<file path="config.mk">
export PLATFORM = sky130hd
export DESIGN_NAME = axi_stream_header_edit
export DESIGN_NICKNAME = d
export VERILOG_FILES = /design/src/rtl/axi_hdr_edit_pkg.sv /design/src/rtl/byte_realign.sv /design/src/rtl/axi_stream_header_edit.sv
export SDC_FILE = /design/constraint.sdc
export NUM_CORES = 1
export LEC_CHECK = 0
export ABC_AREA = 1
export CAP_MARGIN = 20
export CORE_ASPECT_RATIO = 0.6
export CORE_MARGIN = 5
export CORE_UTILIZATION = 35
export CTS_CLUSTER_SIZE = 14
export DETAILED_ROUTE_END_ITERATION = 10
export GPL_TIMING_DRIVEN = 0
export HOLD_SLACK_MARGIN = 0.06
export SYNTH_ARGS = -nofsm -noshare
export SYNTH_HDL_FRONTEND = slang
export SYNTH_SLANG_ARGS = --single-unit
</file>
<file path="constraint.sdc">
create_clock -name clk -period 7.7 [get_ports clk]
set_input_delay 1.54 -clock clk [delete_from_list [all_inputs] [get_ports clk]]
set_output_delay 1.54 -clock clk [all_outputs]
set_load 0.1 [all_outputs]
</file>
<file path="src/rtl/axi_hdr_edit_pkg.sv">
// Shared types and lane helpers for the AXI-Stream header insert/strip editor.
package axi_hdr_edit_pkg;

    localparam int MAX_LANES = 64;

    typedef enum logic [1:0] {
        IDLE  = 2'd0,
        FIRST = 2'd1,
        BODY  = 2'd2,
        TAIL  = 2'd3
    } state_e;

    typedef enum logic {
        MODE_INSERT = 1'b0,
        MODE_STRIP  = 1'b1
    } mode_e;

    // MSB-aligned keep with n lanes set, out of 'lanes' lanes.
    function automatic logic [MAX_LANES-1:0] byte_mask(input int unsigned n, input int unsigned lanes);
        logic [MAX_LANES-1:0] m;
        m = '0;
        for (int unsigned i = 0; i < MAX_LANES; i++) begin
            if (i < lanes && i + n >= lanes) m[i] = 1'b1;
        end
        return m;
    endfunction

    function automatic int unsigned popcount(input logic [MAX_LANES-1:0] keep);
        int unsigned c;
        c = 0;
        for (int i = 0; i < MAX_LANES; i++) begin
            if (keep[i]) c = c + 1;
        end
        return c;
    endfunction

endpackage

</file>
<file path="src/rtl/byte_realign.sv">
// Merges the carried residue with an incoming beat and extracts the next residue.
module byte_realign #(
    parameter int DATA_WD      = 32,
    parameter int DATA_BYTE_WD = DATA_WD / 8,
    parameter int BYTE_CNT_WD  = $clog2(DATA_BYTE_WD)
) (
    input  logic [DATA_WD-1:0]   resid,
    input  logic [DATA_WD-1:0]   data,
    input  logic [BYTE_CNT_WD:0] k,
    output logic [DATA_WD-1:0]   merged,
    output logic [DATA_WD-1:0]   resid_next
);

    localparam logic [BYTE_CNT_WD:0] LANES = (BYTE_CNT_WD + 1)'(DATA_BYTE_WD);

    logic [BYTE_CNT_WD+3:0] sh_k;
    logic [BYTE_CNT_WD+3:0] sh_rest;

    // Residue is held MSB-aligned, so its k valid bytes are always the top k.
    assign sh_k       = {k, 3'b000};
    assign sh_rest    = {LANES - k, 3'b000};
    assign merged     = (resid & ~({DATA_WD{1'b1}} >> sh_k)) | (data >> sh_k);
    assign resid_next = data << sh_rest;

endmodule

</file>
<file path="src/rtl/axi_stream_header_edit.sv">
// Per-packet header insert / leading-byte strip with repacking to full beats.
//   state | meaning
//   IDLE  | waiting for a command; ready_cmd high
//   FIRST | first input beat of the packet (strip only primes the residue)
//   BODY  | realigning one input beat per cycle
//   TAIL  | flushing residue bytes left over after the last input beat
module axi_stream_header_edit #(
    parameter int DATA_WD      = 32,
    parameter int DATA_BYTE_WD = DATA_WD / 8,
    parameter int BYTE_CNT_WD  = $clog2(DATA_BYTE_WD)
) (
    input  logic                    clk,
    input  logic                    rst_n,
    input  logic                    valid_in,
    input  logic [DATA_WD-1:0]      data_in,
    input  logic [DATA_BYTE_WD-1:0] keep_in,
    input  logic                    last_in,
    output logic                    ready_in,
    output logic                    valid_out,
    output logic [DATA_WD-1:0]      data_out,
    output logic [DATA_BYTE_WD-1:0] keep_out,
    output logic                    last_out,
    input  logic                    ready_out,
    input  logic                    valid_cmd,
    input  logic                    cmd_strip,
    input  logic [DATA_WD-1:0]      data_insert,
    input  logic [DATA_BYTE_WD-1:0] keep_insert,
    input  logic [BYTE_CNT_WD:0]    byte_cnt,
    output logic                    ready_cmd,
    output logic                    drop_pkt
);
    import axi_hdr_edit_pkg::*;

    localparam logic [BYTE_CNT_WD:0]   LANES   = (BYTE_CNT_WD + 1)'(DATA_BYTE_WD);
    localparam logic [BYTE_CNT_WD+1:0] LANES_X = (BYTE_CNT_WD + 2)'(DATA_BYTE_WD);

    function automatic logic [DATA_BYTE_WD-1:0] keep_of(input logic [BYTE_CNT_WD+1:0] n);
        return DATA_BYTE_WD'(byte_mask(32'(n), DATA_BYTE_WD));
    endfunction

    function automatic logic [DATA_WD-1:0] bits_of(input logic [DATA_BYTE_WD-1:0] m);
        logic [DATA_WD-1:0] b;
        b = '0;
        for (int i = 0; i < DATA_BYTE_WD; i++) b[8*i +: 8] = {8{m[i]}};
        return b;
    endfunction

    state_e                  state_q, state_d;
    mode_e                   mode_q, mode_d;
    logic [BYTE_CNT_WD:0]    k_q, k_d;
    logic [BYTE_CNT_WD:0]    tail_q, tail_d;
    logic [DATA_WD-1:0]      resid_q, resid_d;
    logic                    valid_q, valid_d;
    logic [DATA_WD-1:0]      data_q, data_d;
    logic [DATA_BYTE_WD-1:0] keep_q, keep_d;
    logic                    last_q, last_d;
    logic                    drop_q, drop_d;

    logic [DATA_WD-1:0]      data_msk;
    logic [DATA_WD-1:0]      merged;
    logic [DATA_WD-1:0]      resid_next;
    logic [BYTE_CNT_WD:0]    n_in;
    logic [BYTE_CNT_WD+1:0]  sum;
    logic                    load_en;
    logic                    unused_keep_insert;

    assign unused_keep_insert = ^keep_insert;

    // Invalid lanes of the last beat are zeroed so they never leak into data_out.
    assign data_msk = data_in & bits_of(keep_in);
    assign n_in     = (BYTE_CNT_WD + 1)'(popcount(MAX_LANES'(keep_in)));
    assign sum      = {1'b0, k_q} + {1'b0, n_in};
    assign load_en  = !valid_q || ready_out;

    byte_realign #(
        .DATA_WD      (DATA_WD),
        .DATA_BYTE_WD (DATA_BYTE_WD),
        .BYTE_CNT_WD  (BYTE_CNT_WD)
    ) u_realign (
        .resid      (resid_q),
        .data       (data_msk),
        .k          (k_q),
        .merged     (merged),
        .resid_next (resid_next)
    );

    always_comb begin
        state_d   = state_q;
        mode_d    = mode_q;
        k_d       = k_q;
        tail_d    = tail_q;
        resid_d   = resid_q;
        valid_d   = valid_q && !ready_out;
        data_d    = data_q;
        keep_d    = keep_q;
        last_d    = last_q;
        drop_d    = 1'b0;
        ready_cmd = (state_q == IDLE);
        ready_in  = (state_q == FIRST || state_q == BODY) && load_en;

        case (state_q)
            IDLE: begin
                if (valid_cmd) begin
                    mode_d  = cmd_strip ? MODE_STRIP : MODE_INSERT;
                    state_d = FIRST;
                    if (cmd_strip) begin
                        k_d     = LANES - byte_cnt;
                        resid_d = '0;
                    end else begin
                        k_d     = byte_cnt;
                        resid_d = data_insert << {LANES - byte_cnt, 3'b000};
                    end
                end
            end
            FIRST, BODY: begin
                if (valid_in && ready_in) begin
                    resid_d = resid_next;
                    if (state_q == FIRST && mode_q == MODE_STRIP) begin
                        if (!last_in) begin
                            state_d = BODY;
                        end else begin
                            state_d = IDLE;
                            if (sum <= LANES_X) begin
                                drop_d = 1'b1;
                            end else begin
                                valid_d = 1'b1;
                                keep_d  = keep_of(sum - LANES_X);
                                data_d  = resid_next & bits_of(keep_of(sum - LANES_X));
                                last_d  = 1'b1;
                            end
                        end
                    end else begin
                        valid_d = 1'b1;
                        if (last_in && sum <= LANES_X) begin
                            keep_d  = keep_of(sum);
                            data_d  = merged & bits_of(keep_of(sum));
                            last_d  = 1'b1;
                            state_d = IDLE;
                        end else begin
                            keep_d  = '1;
                            data_d  = merged;
                            last_d  = 1'b0;
                            tail_d  = (BYTE_CNT_WD + 1)'(sum - LANES_X);
                            state_d = last_in ? TAIL : BODY;
                        end
                    end
                end
            end
            TAIL: begin
                if (load_en) begin
                    valid_d = 1'b1;
                    keep_d  = keep_of({1'b0, tail_q});
                    data_d  = resid_q & bits_of(keep_of({1'b0, tail_q}));
                    last_d  = 1'b1;
                    state_d = IDLE;
                end
            end
            default: state_d = IDLE;
        endcase
    end

    always_ff @(posedge clk or negedge rst_n) begin
        if (!rst_n) begin
            state_q <= IDLE;
            mode_q  <= MODE_INSERT;
            k_q     <= '0;
            tail_q  <= '0;
            resid_q <= '0;
            valid_q <= 1'b0;
            data_q  <= '0;
            keep_q  <= '0;
            last_q  <= 1'b0;
            drop_q  <= 1'b0;
        end else begin
            state_q <= state_d;
            mode_q  <= mode_d;
            k_q     <= k_d;
            tail_q  <= tail_d;
            resid_q <= resid_d;
            valid_q <= valid_d;
            data_q  <= data_d;
            keep_q  <= keep_d;
            last_q  <= last_d;
            drop_q  <= drop_d;
        end
    end

    assign valid_out = valid_q;
    assign data_out  = data_q;
    assign keep_out  = keep_q;
    assign last_out  = last_q;
    assign drop_pkt  = drop_q;

endmodule

</file>
==> metrics.log, run 1 <==
INFO  metric top_cells_by_area_synth = sky130_fd_sc_hd__dfrtp_1 30%, sky130_fd_sc_hd__nand2_1 20%, sky130_fd_sc_hd__nor2_1 5.8%
INFO  metric fp.dieArea = 0.0221 mm2
INFO  metric route.detailed.vias_per_inst = 5.48
INFO  metric cts.reportedPaths.clkPinSlew = 0.07 ns
INFO  metric slew_violations = 0
INFO  metric detailedRoute.firstPassIterationCount = 5
INFO  metric hold_class = reg -> reg
INFO  metric post-route-worst-setup-slack = 1.52 ns
INFO  metric clock_tree_from_tritoncts = done
INFO  metric post_cts_setup_driven_buffer_insertion_count = 0
INFO  metric mostFrequentLayoutCell = sky130_fd_sc_hd__nand2_1
INFO  metric rsz0062_at_grt = no
INFO  metric clock_insertion_delay_worst_skew = 0.36 ns
INFO  metric area_growth = 27.1%
INFO  metric worstPathCellList = clkdlybuf4s50_1, buf_2, inv_1, ha_1, xor2_1, ha_1, nand2_1, and2_1, fa_1, inv_1, nand2_1, nand2_1, ha_1, inv_1, nand2_1, a41oi_2, nand2_1, nand2_1, nand2_1, a21oi_1
INFO  metric clock_sink_count = 80
INFO  metric largest_driver_fanout_on_the_critical_path = 10
INFO  metric grt_overflow = 0
INFO  metric antenna_left = 0
INFO  metric synth_seq_cells = 80
INFO  metric h_tree_level_count = 3
INFO  metric post_cts_resize_count = 0
INFO  metric fraction_of_layout_instances_using_a_drive_strength_above_1 = 0.0782
INFO  metric number_of_enable_type_register_cells_in_the_synthesized_netlist = 0
INFO  metric setup-tns-final = 0 ns
INFO  metric synth_sequential_area_ratio = 0.298
INFO  metric drt_iter0_drc = 932
INFO  metric combined_area_of_the_multi_input_logic_cells = 0.00407 mm2
INFO  metric outcome = complete, no violations
INFO  metric max_cap_violations = 0
INFO  metric num-fill-cells = 2,000
INFO  metric timing.setup.critical_path_class = in -> reg
INFO  metric grt_pass1_vias = 7,517
INFO  metric vias = 7,867
INFO  metric cts_buffer_depth = 2
INFO  metric postSynthNetCount = 1,161
INFO  metric sort_of_element_at_the_start_of_the_critical_path = input port
INFO  metric fp.dieH = 117 um
INFO  metric design.final.nets = 1,290
INFO  metric routed_wl = 30,600 um
INFO  metric placed_cell_area = 0.00821 mm2
INFO  metric clock-root-buffer = sky130_fd_sc_hd__clkbuf_16
INFO  metric floorplan.rows = 39
INFO  metric max_freq = 162 MHz
INFO  metric layout_common_cells = 357 x sky130_fd_sc_hd__nand2_1, 116 x sky130_fd_sc_hd__clkdlybuf4s50_1, 104 x sky130_fd_sc_hd__nor2_1
INFO  metric grt_pass1_wl = 46,400 um
INFO  metric place.gp.congestion = 1.03
INFO  metric start_util = 0.354
INFO  metric finalCritPeriodShare = 0.802
INFO  metric worstSetupEndpointType = flip-flop
INFO  metric synthCells = 1,055
INFO  metric critical_path.slowest_cell = sky130_fd_sc_hd__clkdlybuf4s50_1
INFO  metric path_delay_family = buffers and inverters
INFO  metric floorplan.die.width = 189 um
INFO  metric total_setup_violations_reported_at_the_end_of_the_flow = 0
INFO  metric synth_top_area_cell = sky130_fd_sc_hd__dfrtp_1
INFO  metric grt_start_max_net_pins = 49
INFO  metric final_cells = 1,436
INFO  metric hold_buffers = 0
INFO  metric number_of_antenna_violations_at_the_first_check_in_global_routing = 1
INFO  metric r2r_slack = 4.27 ns
INFO  metric grt_use_total = 0.278
INFO  metric area_of_the_core_region = 0.0189 mm2
INFO  metric post-synth-top-area-fraction = 0.298
INFO  metric synth_area_per_cell = 6.36 um2
INFO  metric max_slew_margin = 0.344
INFO  metric postSynth.asyncResetShare = 1.00
INFO  metric syn-cell-area = 0.00671 mm2
INFO  metric avgRoutedWirePerCell = 21.3 um
INFO  metric drc_errors = 0
INFO  metric top_level_ports = 123
INFO  metric worst_ep_required_time = 7.98 ns
INFO  metric numCtsBuffers = 9
INFO  metric max_stage_delay = 0.75 ns
INFO  metric synth_cell_types = 42
INFO  metric timing.final.hold_violations = 0
INFO  metric preCtsSetupSlack = 1.26 ns
INFO  metric synth.yosys.warnings = 0
INFO  metric postLayoutCellArea = 0.00853 mm2
INFO  metric numPortBuffers = 117
INFO  metric hpwlAfterDp = 24,800 um
INFO  metric dp.cells = 1,419
INFO  metric worst-path-buf-inv = 5
INFO  metric crit_top_cell = sky130_fd_sc_hd__nand2_1
INFO  metric worstMarginPinSlew = 0.981 ns
INFO  metric synth_ff_type = sky130_fd_sc_hd__dfrtp_1
INFO  metric finalCriticalPeriod = 6.18 ns
INFO  metric ff_latch_area = 0.00200 mm2
INFO  metric worstPathArrival = 6.46 ns
INFO  metric worst_clock_skew = 0.00871 ns
-- worst paths after layout --
check,end,cells past startpoint,start
min in group asynchronous,data_out[4],1,rst_n
max reg2reg,data_out[22],13,k_q[1]
min reg2reg,keep_out[0],2,keep_out[0]
max,data_out[22],20,keep_in[0]
min,keep_out[0],2,keep_out[0]
max in group asynchronous,resid_q[9],2,rst_n
-- area by class of cell --
class,count,share of cell area
sequential,80,0.235
clock inverter,6,0.00866
inverter,90,0.0396
buffer,56,0.0351
timing repair buffer,118,0.140
tap,246,0.0361
clock buffer,10,0.0280
multi-input combinational,829,0.477
antenna,1,0.000293
-- stage by stage --
stage / hold WS [ns] / util
2_1_floorplan: 0.449 / -
3_3_place_gp: 0.471 / 0.432
3_5_place_dp: 0.472 / 0.434
4_1_cts: 0.491 / 0.450
5_1_grt: 0.521 / 0.450
6_report: 0.490 / 0.450
-- worst reg2reg max path: stages, from the launching register on --
cell and delay, ns:
sky130_fd_sc_hd__dfrtp_1 0.50, sky130_fd_sc_hd__inv_1 0.16, sky130_fd_sc_hd__fa_1 0.48, sky130_fd_sc_hd__inv_1 0.09, sky130_fd_sc_hd__nand2_1 0.09, sky130_fd_sc_hd__nand2_1 0.28, sky130_fd_sc_hd__ha_1 0.33, sky130_fd_sc_hd__inv_1 0.13
sky130_fd_sc_hd__nand2_1 0.10, sky130_fd_sc_hd__a41oi_2 0.65, sky130_fd_sc_hd__nand2_1 0.22, sky130_fd_sc_hd__nand2_1 0.14, sky130_fd_sc_hd__nand2_1 0.05, sky130_fd_sc_hd__a21oi_1 0.13
-- registers in the layout, summed over array words and instances (netlist names) --
register and count:
data_out 32, drop_pkt 1, k_q 3, keep_out 4, last_out 1, mode_q 1, resid_q 32, state_q 2
tail_q 3, valid_out 1
-- synth_stat cells (6+ instances only) --
library cell               instances
sky130_fd_sc_hd__nand3_1          77
sky130_fd_sc_hd__o21ai_1           9
sky130_fd_sc_hd__o22ai_1          19
sky130_fd_sc_hd__nor2_1          104
sky130_fd_sc_hd__clkbuf_1         16
sky130_fd_sc_hd__inv_2             7
sky130_fd_sc_hd__dfrtp_1          80
sky130_fd_sc_hd__inv_1            79
sky130_fd_sc_hd__a21oi_1          70
sky130_fd_sc_hd__a31oi_1          29
sky130_fd_sc_hd__nand2_1         357
sky130_fd_sc_hd__buf_4             6
sky130_fd_sc_hd__ha_1             23
sky130_fd_sc_hd__o211ai_1         33
sky130_fd_sc_hd__o21ai_0          60
sky130_fd_sc_hd__buf_2            29
sky130_fd_sc_hd__nand2_2           8
-- routing by layer --
layer | routed length (um) | track usage | part of all wire | vias up
met2 | 11200 | 0.370 | 0.37 | 460
met5 | 0 | 0 | 0 | -
met3 | 4150 | 0.103 | 0.14 | 47
li1 | - | - | - | 3742
met1 | 14800 | 0.422 | 0.48 | 3618
met4 | 512 | 0.0616 | 0.017 | 0
-- cell families (layout without fill, tap and decap cells) --
family / Yosys count / after routing / share of synthesized area
flops: 80 / 80 / 0.298
simple gates: 566 / 566 / 0.350
mux: 1 / 1 / 0.00168
compound gates: 233 / 233 / 0.203
buf+inv: 146 / 280 / 0.0949
fa+ha+maj: 24 / 24 / 0.0459
xor+xnor: 5 / 5 / 0.00653
other cells: 0 / 1 / 0
Power of run 1 is not shown: default switching activity piles up to over one toggle a cycle in this logic, so the estimate is an artifact.
==> run 2, diff against run 1 <==
clock period = 6.28 ns   (was 7.7 ns; I/O delays follow)
==> results of run 2 <==
Same layout as run 1 (identical final DEF). Status: complete, no violations.
Among the figures that moved: setup slack after placement 1.26 ns -> 0.124 ns; setup slack after layout 1.52 ns -> 0.387 ns; register-to-register setup slack 4.27 ns -> 2.85 ns
Power of run 2 is left out for the same reason.
